## src/rtl/adder_12_arb_if.sv

```systemverilog
// Requester-side request/response bundle for adder_12_arb.
// The master drives requests and accepts results; the slave is the arbiter.
interface adder_12_arb_if #(
  parameter int NREQ = 4
);
  logic [NREQ-1:0]      req_valid;
  logic [11*NREQ-1:0]   req_data;
  logic [NREQ-1:0]      req_ready;
  logic [NREQ-1:0]      rsp_valid;
  logic [7*NREQ-1:0]    rsp_data;
  logic [NREQ-1:0]      rsp_ready;

  modport master (
    output req_valid, req_data, rsp_ready,
    input  req_ready, rsp_valid, rsp_data
  );

  modport slave (
    input  req_valid, req_data, rsp_ready,
    output req_ready, rsp_valid, rsp_data
  );
endinterface

```

## src/rtl/adder_12_arb.sv

```systemverilog
// Round-robin arbiter sharing one external adder_12 partition among NREQ requesters.
// Define ADDER12_ARB_PERF_EN to build saturating per-requester grant counters.
module adder_12_arb #(
  parameter int NREQ = 4,
  parameter int CNTW = 16
) (
  input  logic                 clk,
  input  logic                 rst_n,
  input  logic                 arb_en,
  adder_12_arb_if.slave        bus,
  output logic [10:0]          add_pi,
  input  logic [6:0]           add_po,
  output logic                 idle,
  input  logic                 perf_clr,
  output logic [CNTW*NREQ-1:0] grant_cnt
);
  localparam int PW = (NREQ > 1) ? $clog2(NREQ) : 1;

  logic [10:0]        r_add_pi;
  logic               r_s1_vld;
  logic [PW-1:0]      r_s1_id;
  logic [PW-1:0]      r_ptr;
  logic [NREQ-1:0]    r_slot_full;
  logic [7*NREQ-1:0]  r_rsp_data;

  logic [NREQ-1:0]    w_s1_oh;
  logic [NREQ-1:0]    w_elig;
  logic               w_any;
  logic [PW-1:0]      w_gnt_id;
  logic [PW-1:0]      w_ptr_nxt;
  logic [NREQ-1:0]    w_req_ready;
  logic [NREQ-1:0]    w_slot_nxt;

  // First eligible index scanning from ptr upward with wrap.
  function automatic logic [PW-1:0] f_pick(input logic [NREQ-1:0] elig, input logic [PW-1:0] ptr);
    logic [PW-1:0] pick;
    logic          found;
    int            idx;
    pick  = ptr;
    found = 1'b0;
    for (int k = 0; k < NREQ; k++) begin
      idx = int'(ptr) + k;
      if (idx >= NREQ) idx = idx - NREQ;
      else             idx = idx;
      if (!found && elig[idx]) begin
        found = 1'b1;
        pick  = PW'(idx);
      end else begin
        found = found;
      end
    end
    return pick;
  endfunction

  // Busy mask, eligibility, winner and one-hot grant.
  always_comb begin
    w_s1_oh     = '0;
    w_req_ready = '0;
    if (r_s1_vld) w_s1_oh[r_s1_id] = 1'b1;
    else          w_s1_oh = '0;
    w_elig   = bus.req_valid & ~(r_slot_full | w_s1_oh) & {NREQ{arb_en}};
    w_any    = |w_elig;
    w_gnt_id = f_pick(w_elig, r_ptr);
    if (w_any) w_req_ready[w_gnt_id] = 1'b1;
    else       w_req_ready = '0;
    w_ptr_nxt = (w_gnt_id == PW'(NREQ - 1)) ? '0 : w_gnt_id + PW'(1);
  end

  // Slot occupancy: capture from stage 1 sets, pop clears; busy keeps them disjoint.
  always_comb begin
    w_slot_nxt = r_slot_full & ~bus.rsp_ready;
    if (r_s1_vld) w_slot_nxt[r_s1_id] = 1'b1;
    else          w_slot_nxt = w_slot_nxt;
  end

  // Operand register, stage-1 tag, RR pointer and response slots.
  always_ff @(posedge clk or negedge rst_n) begin
    if (!rst_n) begin
      r_add_pi    <= 11'd0;
      r_s1_vld    <= 1'b0;
      r_s1_id     <= '0;
      r_ptr       <= '0;
      r_slot_full <= '0;
      r_rsp_data  <= '0;
    end else begin
      r_s1_vld    <= w_any;
      r_slot_full <= w_slot_nxt;
      if (w_any) begin
        r_add_pi <= bus.req_data[int'(w_gnt_id)*11 +: 11];
        r_s1_id  <= w_gnt_id;
        r_ptr    <= w_ptr_nxt;
      end
      if (r_s1_vld) begin
        r_rsp_data[int'(r_s1_id)*7 +: 7] <= add_po;
      end
    end
  end

  assign add_pi        = r_add_pi;
  assign bus.req_ready = w_req_ready;
  assign bus.rsp_valid = r_slot_full;
  assign bus.rsp_data  = r_rsp_data;
  assign idle          = ~r_s1_vld & ~(|r_slot_full);

`ifdef ADDER12_ARB_PERF_EN
  logic [NREQ-1:0][CNTW-1:0] r_cnt;

  // Grant counters: clear beats increment, saturate at all-ones.
  always_ff @(posedge clk or negedge rst_n) begin
    if (!rst_n) begin
      r_cnt <= '0;
    end else if (perf_clr) begin
      r_cnt <= '0;
    end else if (w_any && (r_cnt[w_gnt_id] != {CNTW{1'b1}})) begin
      r_cnt[w_gnt_id] <= r_cnt[w_gnt_id] + CNTW'(1);
    end
  end

  assign grant_cnt = r_cnt;
`else
  logic w_unused_perf_clr;
  assign w_unused_perf_clr = perf_clr;
  assign grant_cnt         = '0;
`endif
endmodule

```

## src/flat_wrapper.sv

```systemverilog
// flat-port wrapper written by rule: the top's interface ports become plain ports
module adder_12_arb_flat 
#(
  parameter int NREQ = 4,
  parameter int CNTW = 16
)
  (clk, rst_n, arb_en, add_pi, add_po, idle, perf_clr, grant_cnt, bus_req_valid, bus_req_data, bus_rsp_ready, bus_req_ready, bus_rsp_valid, bus_rsp_data);
  adder_12_arb_if #(.NREQ(NREQ)) bus_i ();
  input  logic clk;
  input  logic rst_n;
  input  logic arb_en;
  output logic [10:0] add_pi;
  input  logic [6:0] add_po;
  output logic idle;
  input  logic perf_clr;
  output logic [CNTW*NREQ-1:0] grant_cnt;
  input wire logic [$bits(bus_i.req_valid)-1:0] bus_req_valid;
  input wire logic [$bits(bus_i.req_data)-1:0] bus_req_data;
  input wire logic [$bits(bus_i.rsp_ready)-1:0] bus_rsp_ready;
  output wire logic [$bits(bus_i.req_ready)-1:0] bus_req_ready;
  output wire logic [$bits(bus_i.rsp_valid)-1:0] bus_rsp_valid;
  output wire logic [$bits(bus_i.rsp_data)-1:0] bus_rsp_data;
  assign bus_i.req_valid = bus_req_valid;
  assign bus_i.req_data = bus_req_data;
  assign bus_i.rsp_ready = bus_rsp_ready;
  assign bus_req_ready = bus_i.req_ready;
  assign bus_rsp_valid = bus_i.rsp_valid;
  assign bus_rsp_data = bus_i.rsp_data;
  adder_12_arb #(.NREQ(NREQ), .CNTW(CNTW)) u_core (.clk(clk), .rst_n(rst_n), .arb_en(arb_en), .bus(bus_i), .add_pi(add_pi), .add_po(add_po), .idle(idle), .perf_clr(perf_clr), .grant_cnt(grant_cnt));
endmodule
```

## config.mk

```make
export PLATFORM = sky130hd
export DESIGN_NAME = adder_12_arb_flat
export DESIGN_NICKNAME = d
export VERILOG_FILES = /design/src/rtl/adder_12_arb_if.sv /design/src/rtl/adder_12_arb.sv /design/src/flat_wrapper.sv
export SDC_FILE = /design/constraint.sdc
export NUM_CORES = 1
export LEC_CHECK = 0
export ABC_AREA = 1
export CAP_MARGIN = 0
export CORE_ASPECT_RATIO = 1.1
export CORE_MARGIN = 2
export CORE_UTILIZATION = 40
export CTS_CLUSTER_SIZE = 40
export DETAILED_ROUTE_END_ITERATION = 10
export PLACE_DENSITY = 0.88
export SLEW_MARGIN = 20
export SYNTH_ARGS = -nofsm -noshare
export SYNTH_HDL_FRONTEND = slang
export SYNTH_SLANG_ARGS = --single-unit
```

## constraint.sdc

```tcl
create_clock -name clk -period 3.4 [get_ports clk]
set_input_delay 0.68 -clock clk [delete_from_list [all_inputs] [get_ports clk]]
set_output_delay 0.68 -clock clk [all_outputs]
set_load 0.01 [all_outputs]
```

# == After elaboration in Yosys (flattened, before gate mapping) ==
# Index checks and enable logic that the tools add are counted.
# classes
addsub,9
n_mul,2
div,0
order_cmp,12
eq_ne,1
n_shift,3
n_mux,32
n_bitwise,10
n_reduce_logical,10
# op_table
op,count
"less-than comparator 32 x 4 -> 1 bit, second input constant",4
two-way mux 32 bit,4
"greater-or-equal comparator 32 x 4 -> 1 bit, second input constant",3
"subtractor 32 x 4 -> 32 bit, second input constant",3
indexed part select 44 x 32 -> 11 bit,1
negator 32 -> 33 bit,1
"variable shift 7 x 33 -> 28 bit, first input constant",1
indexed part select 7 x 33 -> 28 bit,1
bitwise mux 28 bit,1
two-way mux 1 bit,13
bitwise AND 4 bit,3
two-way mux 4 bit,3
two-way mux 2 bit,5
binary-select mux 1 bit (select 2 bit),4
NOT 4 bit,2
OR 4 bit,2
OR reduction 4 bit,2
"adder 2 x 2 -> 3 bit, second input constant",2
"less-than comparator 2 x 3 -> 1 bit, second input constant",2
"multiplier 2 x 4 -> 6 bit, second input constant",1
logical AND 1 bit,5
"multiplier 2 x 3 -> 5 bit, second input constant",1
demux 1 bit (select 2 bit),2
"greater-or-equal comparator 2 x 1 -> 1 bit, second input constant",2
8 further kinds,11
# totals
ff_bits,48
latchBits,0
ram_bits,0
romBits,0
input_bits,63
out_inout_bits,112
word_cells,85
mem_count,0

# == Logic depth before layout (Yosys ltp) ==
# Gate-level depths: netlist of run 1.
# depth
ltp_word,27
depth_mapped,21
mapped_depth_nobuf,17

# == Worst setup path before layout of run 1 ==
# No wires, ideal clock.
# synth_path
kind,reg2out
from,register u_core.r_s1_id[0]
to,output port bus_req_ready[0]
arrival_ns,2.378
required_time_ns,2.720
path_slack_ns,0.342
path_stages_with_launch,16
path_buffers,4
path_cell_list,dfrtp_1 clkbuf_1 inv_1 ha_1 buf_2 nand2_1 buf_4 nand4_2 nand3_1 nand2_1 nor2_4 nand2_4 nand3_1 nand2_2 buf_4 nor3_1
# synth_via
elab_chain_cells,27
elab_cells_between_ends,42
cone_classes,order compare (4); mux (25); bitwise (4); reduce/logical (9)
# synth_rtl
item,line,source
from (decl),adder_12_arb.sv:21,logic [PW-1:0] r_s1_id;
from (signal assigned),adder_12_arb.sv:90,r_s1_id <= w_gnt_id;
less-than comparator 2 x 3 -> 1 bit (implied by the code) or greater-or-equal comparator 2 x 1 -> 1 bit (tied branches),adder_12_arb.sv:59,if (r_s1_vld) w_s1_oh[r_s1_id] = 1'b1;
logical AND 1 bit (implied by the code),adder_12_arb.sv:59,
two-way mux 1 bit (implied by the code),adder_12_arb.sv:59,
demux 1 bit (select 2 bit) (*),--,
two-way mux 4 bit (*),adder_12_arb.sv:59,
OR 4 bit (*),adder_12_arb.sv:61,w_elig = bus.req_valid & ~(r_slot_full | w_s1_oh) & {NREQ{arb_en}};
NOT 4 bit (*),adder_12_arb.sv:61,
bitwise AND 4 bit (*) (2 in a row),adder_12_arb.sv:61,
[10 not listed],--,
zero test 1 bit,adder_12_arb.sv:45,if (!found && elig[idx]) begin
logical AND 1 bit,adder_12_arb.sv:45,
two-way mux 2 bit,adder_12_arb.sv:45,
less-than comparator 2 x 3 -> 1 bit (implied by the code) or greater-or-equal comparator 2 x 1 -> 1 bit (tied branches),adder_12_arb.sv:64,if (w_any) w_req_ready[w_gnt_id] = 1'b1;
logical AND 1 bit (implied by the code),adder_12_arb.sv:64,
two-way mux 1 bit (implied by the code),adder_12_arb.sv:64,
demux 1 bit (select 2 bit),--,
two-way mux 4 bit (*),adder_12_arb.sv:64,
to (decl),flat_wrapper.sv:20,output wire logic [$bits(bus_i.req_ready)-1:0] bus_req_ready;
# Every way passes the cells marked *; elsewhere a longest branch is shown, timed or not. The select of a mux whose other input is x is not followed.

# == Final worst setup path of run 1 ==
# layout_path
from,input port bus_req_valid[2]
to,output port bus_req_ready[3]
# layout_via
elab_chain_cells,20
elab_cells_between_ends,34
cone_classes,order compare (2); mux (22); bitwise (2); reduce/logical (8)
# layout_rtl
item,line,source
from (decl),flat_wrapper.sv:17,input wire logic [$bits(bus_i.req_valid)-1:0] bus_req_valid;
bitwise AND 4 bit (*) (2 in a row),adder_12_arb.sv:61,
binary-select mux 1 bit (select 2 bit),adder_12_arb.sv:45,
two-way mux 1 bit (implied by the code) (2 in a row),adder_12_arb.sv:45,
two-way mux 1 bit,adder_12_arb.sv:45,
zero test 1 bit,adder_12_arb.sv:45,
logical AND 1 bit,adder_12_arb.sv:45,
two-way mux 1 bit,adder_12_arb.sv:45,
zero test 1 bit,adder_12_arb.sv:45,
[2 not listed],--,
zero test 1 bit,adder_12_arb.sv:45,
logical AND 1 bit,adder_12_arb.sv:45,
two-way mux 2 bit,adder_12_arb.sv:45,
less-than comparator 2 x 3 -> 1 bit (implied by the code) or greater-or-equal comparator 2 x 1 -> 1 bit (tied branches),adder_12_arb.sv:64,
logical AND 1 bit (implied by the code),adder_12_arb.sv:64,
two-way mux 1 bit (implied by the code),adder_12_arb.sv:64,
demux 1 bit (select 2 bit),--,
two-way mux 4 bit (*),adder_12_arb.sv:64,
# Marks and branches as above.

==> impl_metrics.csv, run 1 <==
group,metric,value,unit
worst_setup_path,r2r_end,"u_core.add_pi[7]$_DFFE_PN0P_",
synth,syn_inst,451,
die,ioPinCount,175,
grt,grt_max_degree,49,
clock_tree,insertion_delay,0.30,ns
synth,synth.distinct_cells,26,
routing,drtPass1Iterations,5,
synth,ys_seq_area_share,36.6,%
routing,drt-initial-drc-count,217,
power,swShare,48.9,%
die,num_rows,34,
worst_setup_path,endpoint,"bus_req_ready[3]",
sta,finalHoldViolations,0,
placed_design,post-place-ws,-0.438,ns
routing,vias,3357,
sta,setup_slack,0.0522,ns
min_path,holdCritPathClass,"in -> async",
die,core_area,7960,µm²
routing,wire_per_inst,13.6,µm
synth,synthArstFlopShare,100,%
clock_tree,clkTransAtPathRegs,0.10,ns
die,die_h,99.1,µm
power,peakVddDrop,0.481,mV
clock_tree,ctsHoldBuffers,0,
synth,postSynthAreaPerCell,7.29,µm²
power,power_density,1080,nW/µm²
routing,viasPerCell,4.87,
grt,grt_util_all_layers,19.9,%
synth,syn-cell-area,3290,µm²
sta,setup_viol,0,
grt,grt_pass1_vias,3191,
synth,yosysTopAreaCellShare,36.6,%
sta,rsz0062_at_grt,"true",
clock_tree,cts_made_buffers,5,
sta,relSlewSlack,60.3,%
synth,yosysMostFrequentCell,"nand2_1",
clock_tree,cts_tree,"done",
power,p_switching,2.41,mW
power,p_int,2.52,mW
power,clockPowerShare,8.5,%
placed_design,gp_congestion,0.861,
sta,tightest_slew,0.595,ns
die,dieWidth,90.4,µm
power,power_leakage,2.36,nW
placed_design,io_buffers,109,
worst_setup_path,path_cells,"clkdlybuf4s50_1 > nand2_1 > inv_1 > nand4_1 > nand2_1 > nand2_1 > nand2_2 > nand2_2 > buf_4 > nand2_1 > nand3_2 > nand3_2 > nand2_2 > buf_4 > nor2_1 > buf_2",
synth,yosysWarnings,0,
synth,yosysTopAreaCell,"dfrtp_1",
power,seqPwrFrac,20.6,%
synth,ys.flop_type,"dfrtp_1",
grt,grt_pass1_wl,14800,µm
worst_setup_path,crit_top_cell,"nand2_1",
clock_tree,cts.sinks,48,
worst_setup_path,crit_arrival,2.67,ns
synth,yosys-top-cells-area,"dfrtp_1 (37%), nand2_1 (18%), buf_4 (16%)",
worst_setup_path,r2r_start,"u_core.r_s1_id[0]$_DFFE_PN0P_",
routing,wl,9340,µm
worst_setup_path,cp_max_fo,4,
clock_tree,ctsLongestPathBuffers,2,
sta,whs,0.369,ns
clock_tree,htreeDepth,2,
cells_and_area,nNetsFinal,647,
grt,antenna_found_initial,0,
sta,timing.final.crit_period,3.35,ns
synth,synth_edf_count,0,
grt,grt-ovfl-total,0,
cells_and_area,n_antenna_cell,0,
worst_setup_path,worstSetupPathType,"in -> out",
clock_tree,cts-root-buf,"clkbuf_8",
cells_and_area,drive_above_1_share,13.4,%
worst_setup_path,crit_slowest_cell,"clkdlybuf4s50_1",
sta,period_share,98.5,%
routing,route.detailed.drc,0,
worst_setup_path,start_kind,"input pin",
outcome,status,"complete, no violations",
die,start_util,41.3,%
routing,final_antenna_net_count,0,
sta,slew_viol_final,0,
synth,synth_seq_cells,48,
worst_setup_path,cp-startpoint,"bus_req_valid[2]",
sta,fmax,0.299,GHz
power,p_comb_share,70.9,%
worst_setup_path,required,2.72,ns
die,dieArea,8960,µm²
cells_and_area,syn2layout_area_growth,38.5,%
worst_setup_path,regToRegSetupSlack,0.77,ns
worst_setup_path,worstSetupEndpointType,"primary output",
worst_setup_path,cpPeakStageDelay,0.47,ns
synth,synth_common_cells,"nand2_1 (154), buf_4 (69), nand3_1 (69), dfrtp_1 (48)",
job,cap_viol_max_count,0,
placed_design,hpwlAfterDp,7140,µm
sta,finClkSkew,0.0126,ns
worst_setup_path,ff2ff_path_depth,18,
==> per-layer routing <==
layer | track usage [%] | share of wire, % | vias to the layer above
met3 | 3.52 | 7.1 | 31
met4 | 7.57 | 2.9 | 0
met2 | 35.5 | 53 | 186
met1 | 23.9 | 37 | 1562
li1 | - | - | 1578
met5 | 0 | 0 | -
==> worst min-delay path by stage <==
stage                     slack (ns)                                  end
final                           0.37    u_core.bus.rsp_valid[3]$_DFF_PN0_
after global routing            0.41  u_core.bus.rsp_data[17]$_DFFE_PN0P_
after CTS                       0.49  u_core.bus.rsp_data[20]$_DFFE_PN0P_
after detailed placement        0.47  u_core.bus.rsp_data[20]$_DFFE_PN0P_
after global placement          0.46         u_core.add_pi[0]$_DFFE_PN0P_
after floorplan                 0.38         u_core.add_pi[0]$_DFFE_PN0P_
==> logic make-up after synthesis <==
kind of cell,synth area share (%)
and+or+nand+nor,33.0
other,0.114
buffers and inverters,21.8
xor gates and xnor gates,0.495
adders and majority gates,1.52
DFF,36.6
AOI/OAI and AO/OA,6.47
==> flip-flops by register name, indices dropped and copies added (netlist names) <==
signal                cells
u_core.bus.rsp_data      28
u_core.add_pi            11
u_core.bus.rsp_valid      4
u_core.r_ptr              2
u_core.r_s1_id            2
u_core.r_s1_vld           1
==> stage by stage <==
step / TNS [ns] / power [mW] / utilization [%] / instances / instance area [µm²]
after floorplan: 0 / 3.07 / - / 514 / 3520
after global placement: -1.20 / 4.07 / 54.3 / 672 / 4320
after detailed placement: -1.58 / 4.19 / 54.3 / 672 / 4320
after CTS: 0 / 4.65 / 56.0 / 681 / 4450
after global routing: -0.0848 / 5.34 / 57.2 / 689 / 4550
final: 0 / 4.92 / 57.2 / 689 / 4550
==> critical path: cells and delay by family <==
family | cells | cell delay [ns]
buffers and inverters | 5 | 0.99
AND/OR/NAND/NOR | 11 | 0.99
==> power by group through the flow <==
stage | clock [mW] | combinational (mW) | sequential, mW
floorplan | 0 | 1.99 | 1.07
global placement | 0 | 3.07 | 1.01
detailed placement | 0 | 3.18 | 1.02
CTS | 0.422 | 3.22 | 1.01
global route | 0.449 | 3.84 | 1.04
finish | 0.417 | 3.49 | 1.01
==> cell usage in the layout (no fill, tap or decap), drive strengths merged <==
master / instances
nor2: 3
buf: 37
dfrtp: 48
nor3: 4
nand3: 70
ha: 4
and2: 1
clkdlybuf4s15: 1
bufinv: 1
o211ai: 1
clkdlybuf4s50: 103
o31ai: 7
clkinvlp: 1
xnor2: 1
a21oi: 1
o21ai: 27
conb: 64
nand2: 160
clkbuf: 5
inv: 31
dlymetal6s2s: 1
nand4: 8
a31oi: 2
==> what timing repair did <==
action | CTS | global route
cloned | 0 | 0
pin swaps | 2 | 15
gates resized for setup | 16 | 20
setup endpoints to repair | 4 | 4
buffers inserted | 1 | 8
==> final cells by class <==
cell class / count / area, µm²
multi-input combinational: 353 / 1660
sequential: 48 / 1200
fill: 710 / 3400
clock buffer: 5 / 68.8
tap: 108 / 135
timing repair buffer: 142 / 1320
clock inverter: 3 / 46.3
inverter: 30 / 113
Note: power is estimated with default switching activity, not from simulation.
==> run 2: changes to the inputs <==
- CORE_UTILIZATION: 40 -> 41
- CTS_BUF_LIST: default -> sky130_fd_sc_hd__clkbuf_4
- CTS_CLUSTER_DIAMETER: default -> 30
- HOLD_SLACK_MARGIN: default -> 0.06
- PLACE_DENSITY: 0.88 -> 0.89
==> impl_metrics.csv, run 2 (synthesized netlist as in run 1, its figures left out) <==
group,metric,value,unit
power,totalPowerFinal,4.73,mW
grt,grt_max_degree,49,
die,core_area,7830,µm²
routing,drt-initial-drc-count,229,
cells_and_area,n_antenna_cell,0,
worst_setup_path,cp.depth,14,
cells_and_area,fin_util,57.1,%
power,clockPowerShare,8.4,%
min_path,holdCritPathClass,"in -> async",
cells_and_area,nNetsFinal,643,
power,power_density,1060,nW/µm²
clock_tree,clkTransAtPathRegs,0.15,ns
routing,route.detailed.drc,0,
power,p_int,2.42,mW
worst_setup_path,endpoint,"bus_req_ready[2]",
die,ioPinCount,175,
worst_setup_path,cp_max_fo,4,
clock_tree,ctsHoldBuffers,0,
power,swShare,48.7,%
sta,relSlewSlack,60.3,%
sta,slew_viol_final,0,
worst_setup_path,crit_slowest_cell,"clkdlybuf4s50_1",
cells_and_area,layout_common_cells,"nand2_1 (149), clkdlybuf4s50_1 (103), nand3_1 (67)",
sta,timing.final.crit_period,3.28,ns
worst_setup_path,critPathBufInv,5,
clock_tree,cts.sinks,48,
routing,vias,3255,
placed_design,gp_congestion,0.905,
sta,fmax,0.305,GHz
power,power_leakage,2.31,nW
worst_setup_path,ff2ff_path_depth,17,
cells_and_area,largest_reg_flops,28,
cells_and_area,seq_area,1200,µm²
routing,wire_per_inst,13.3,µm
sta,finalHoldViolations,0,
grt,grt_pass1_vias,3064,
worst_setup_path,crit_arrival,2.60,ns
power,seqPwrFrac,21.3,%
grt,grt-ovfl-total,0,
worst_setup_path,r2r_start,"u_core.r_s1_id[0]$_DFFE_PN0P_",
worst_setup_path,cpPeakStageDelay,0.47,ns
cells_and_area,drive_above_1_share,12.2,%
cells_and_area,syn2layout_area_growth,36.1,%
routing,wl,9100,µm
placed_design,io_buffers,109,
worst_setup_path,crit_top_cell,"nand3_1",
die,start_util,42.0,%
worst_setup_path,required,2.72,ns
cells_and_area,fillers,714,
worst_setup_path,r2r_end,"u_core.add_pi[0]$_DFFE_PN0P_",
worst_setup_path,critPathTopFamily,"simple AND/OR/NAND/NOR gates",
worst_setup_path,worstSetupEndpointType,"primary output",
worst_setup_path,worstSetupPathType,"in -> out",
routing,drtPass1Iterations,5,
clock_tree,cts_made_buffers,5,
die,die_h,97.9,µm
power,p_switching,2.30,mW
placed_design,hpwlAfterDp,7050,µm
grt,antenna_found_initial,0,
power,p_comb_share,70.3,%
sta,finClkSkew,0.0282,ns
routing,final_antenna_net_count,0,
worst_setup_path,path_cells,"clkdlybuf4s50_1 > nand2_1 > inv_2 > nand4_1 > nand3_1 > nand2_2 > and2_4 > nand2_4 > buf_4 > nand3_1 > nand2_2 > nand3_1 > inv_1 > clkbuf_2",
sta,period_share,96.6,%
worst_setup_path,start_kind,"input pin",
die,dieArea,8750,µm²
power,peakVddDrop,0.419,mV
sta,setup_viol,0,
grt,grt_pass1_wl,14500,µm
die,num_rows,34,
routing,viasPerCell,4.76,
cells_and_area,multiInputGateArea,1640,µm²
clock_tree,cts_tree,"done",
die,dieWidth,89.4,µm
clock_tree,htreeDepth,2,
worst_setup_path,cp-startpoint,"bus_req_valid[0]",
clock_tree,cts-root-buf,"clkbuf_4",
grt,grt_util_all_layers,20.8,%
job,cap_viol_max_count,0,
clock_tree,insertion_delay,0.36,ns
worst_setup_path,regToRegSetupSlack,0.76,ns
sta,tightest_slew,0.596,ns
outcome,status,"complete, no violations",
cells_and_area,final_common_cell,"nand2_1",
clock_tree,ctsLongestPathBuffers,2,
run 2: final cells by class:
cell class | count | area share, %
clock inverters | 2 | 1.34
inverters | 30 | 2.52
well taps | 108 | 3.02
flip-flops and latches | 48 | 26.9
repair buffers | 138 | 28.7
multi-input cells | 353 | 36.7
clock buffers | 5 | 0.839
run 2: through the flow:
| step | setup TNS (ns) | cells | instance area (µm²) | hold WS, ns | setup slack [ns] |
|---|---|---|---|---|---|
| 2_1_floorplan | 0 | 514 | 3520 | 0.384 | 0.342 |
| 6_report | 0 | 684 | 4470 | 0.312 | 0.116 |
| 4_1_cts | 0 | 683 | 4450 | 0.505 | 0.0118 |
| 5_1_grt | -0.0469 | 684 | 4470 | 0.340 | -0.0358 |
| 3_5_place_dp | -1.46 | 676 | 4350 | 0.469 | -0.414 |
| 3_3_place_gp | -0.889 | 676 | 4350 | 0.466 | -0.254 |
run 2: repair_timing:
| action | CTS | global route |
|---|---|---|
| pin swaps | 1 | 4 |
| buffers inserted | 0 | 1 |
| endpoints found under the setup margin | 4 | 4 |
| gates resized for setup | 8 | 21 |
run 2: power by group through the flow:
stage	combinational [mW]	clock (mW)	sequential, mW
after global placement	3.12	0	1.01
after detailed placement	3.24	0	1.01
final	3.32	0.395	1.01
after floorplan	1.99	0	1.07
after global routing	3.68	0.433	1.04
after CTS	3.23	0.406	1.01
run 2: worst min-delay path by stage:
| stage | cells after the start | slack (ns) | endpoint | from |
|---|---|---|---|---|
| finish | 1 | 0.31 | u_core.r_s1_id[1]$_DFFE_PN0P_ | rst_n |
| global route | 1 | 0.34 | u_core.r_s1_id[1]$_DFFE_PN0P_ | rst_n |
| CTS | 1 | 0.51 | u_core.r_ptr[1]$_DFFE_PN0P_ | rst_n |
| detailed placement | 2 | 0.47 | u_core.add_pi[2]$_DFFE_PN0P_ | u_core.add_pi[2]$_DFFE_PN0P_ |
| global placement | 2 | 0.47 | u_core.add_pi[6]$_DFFE_PN0P_ | u_core.add_pi[6]$_DFFE_PN0P_ |
| floorplan | 0 | 0.38 | u_core.add_pi[0]$_DFFE_PN0P_ | rst_n |
run 2: per-layer routing:
metal  GRT usage, %  up-vias  routed length, µm  part of all wire, %
met1           27.1     1510               3600                   40
met4           5.97        0                233                  2.6
met3           4.06       24                591                  6.5
li1               -     1573                  -                    -
met2           34.6      148               4680                   51
met5              0        -                  0                    0
run 2: worst reg2reg max path, stage by stage (launching register included):
cell     delay (ns)
dfrtp_2        0.46
inv_2          0.10
ha_1           0.18
nand2_1        0.12
nand4_1        0.18
nand3_1        0.13
nand2_2        0.13
buf_4          0.15
nand3_2        0.11
buf_4          0.16
nand2_1        0.07
nand2_2        0.25
nand3_1        0.19
nand2_1        0.06
nand2_1        0.05
nand2_1        0.07
nand2_1        0.07
nand2_1        0.05
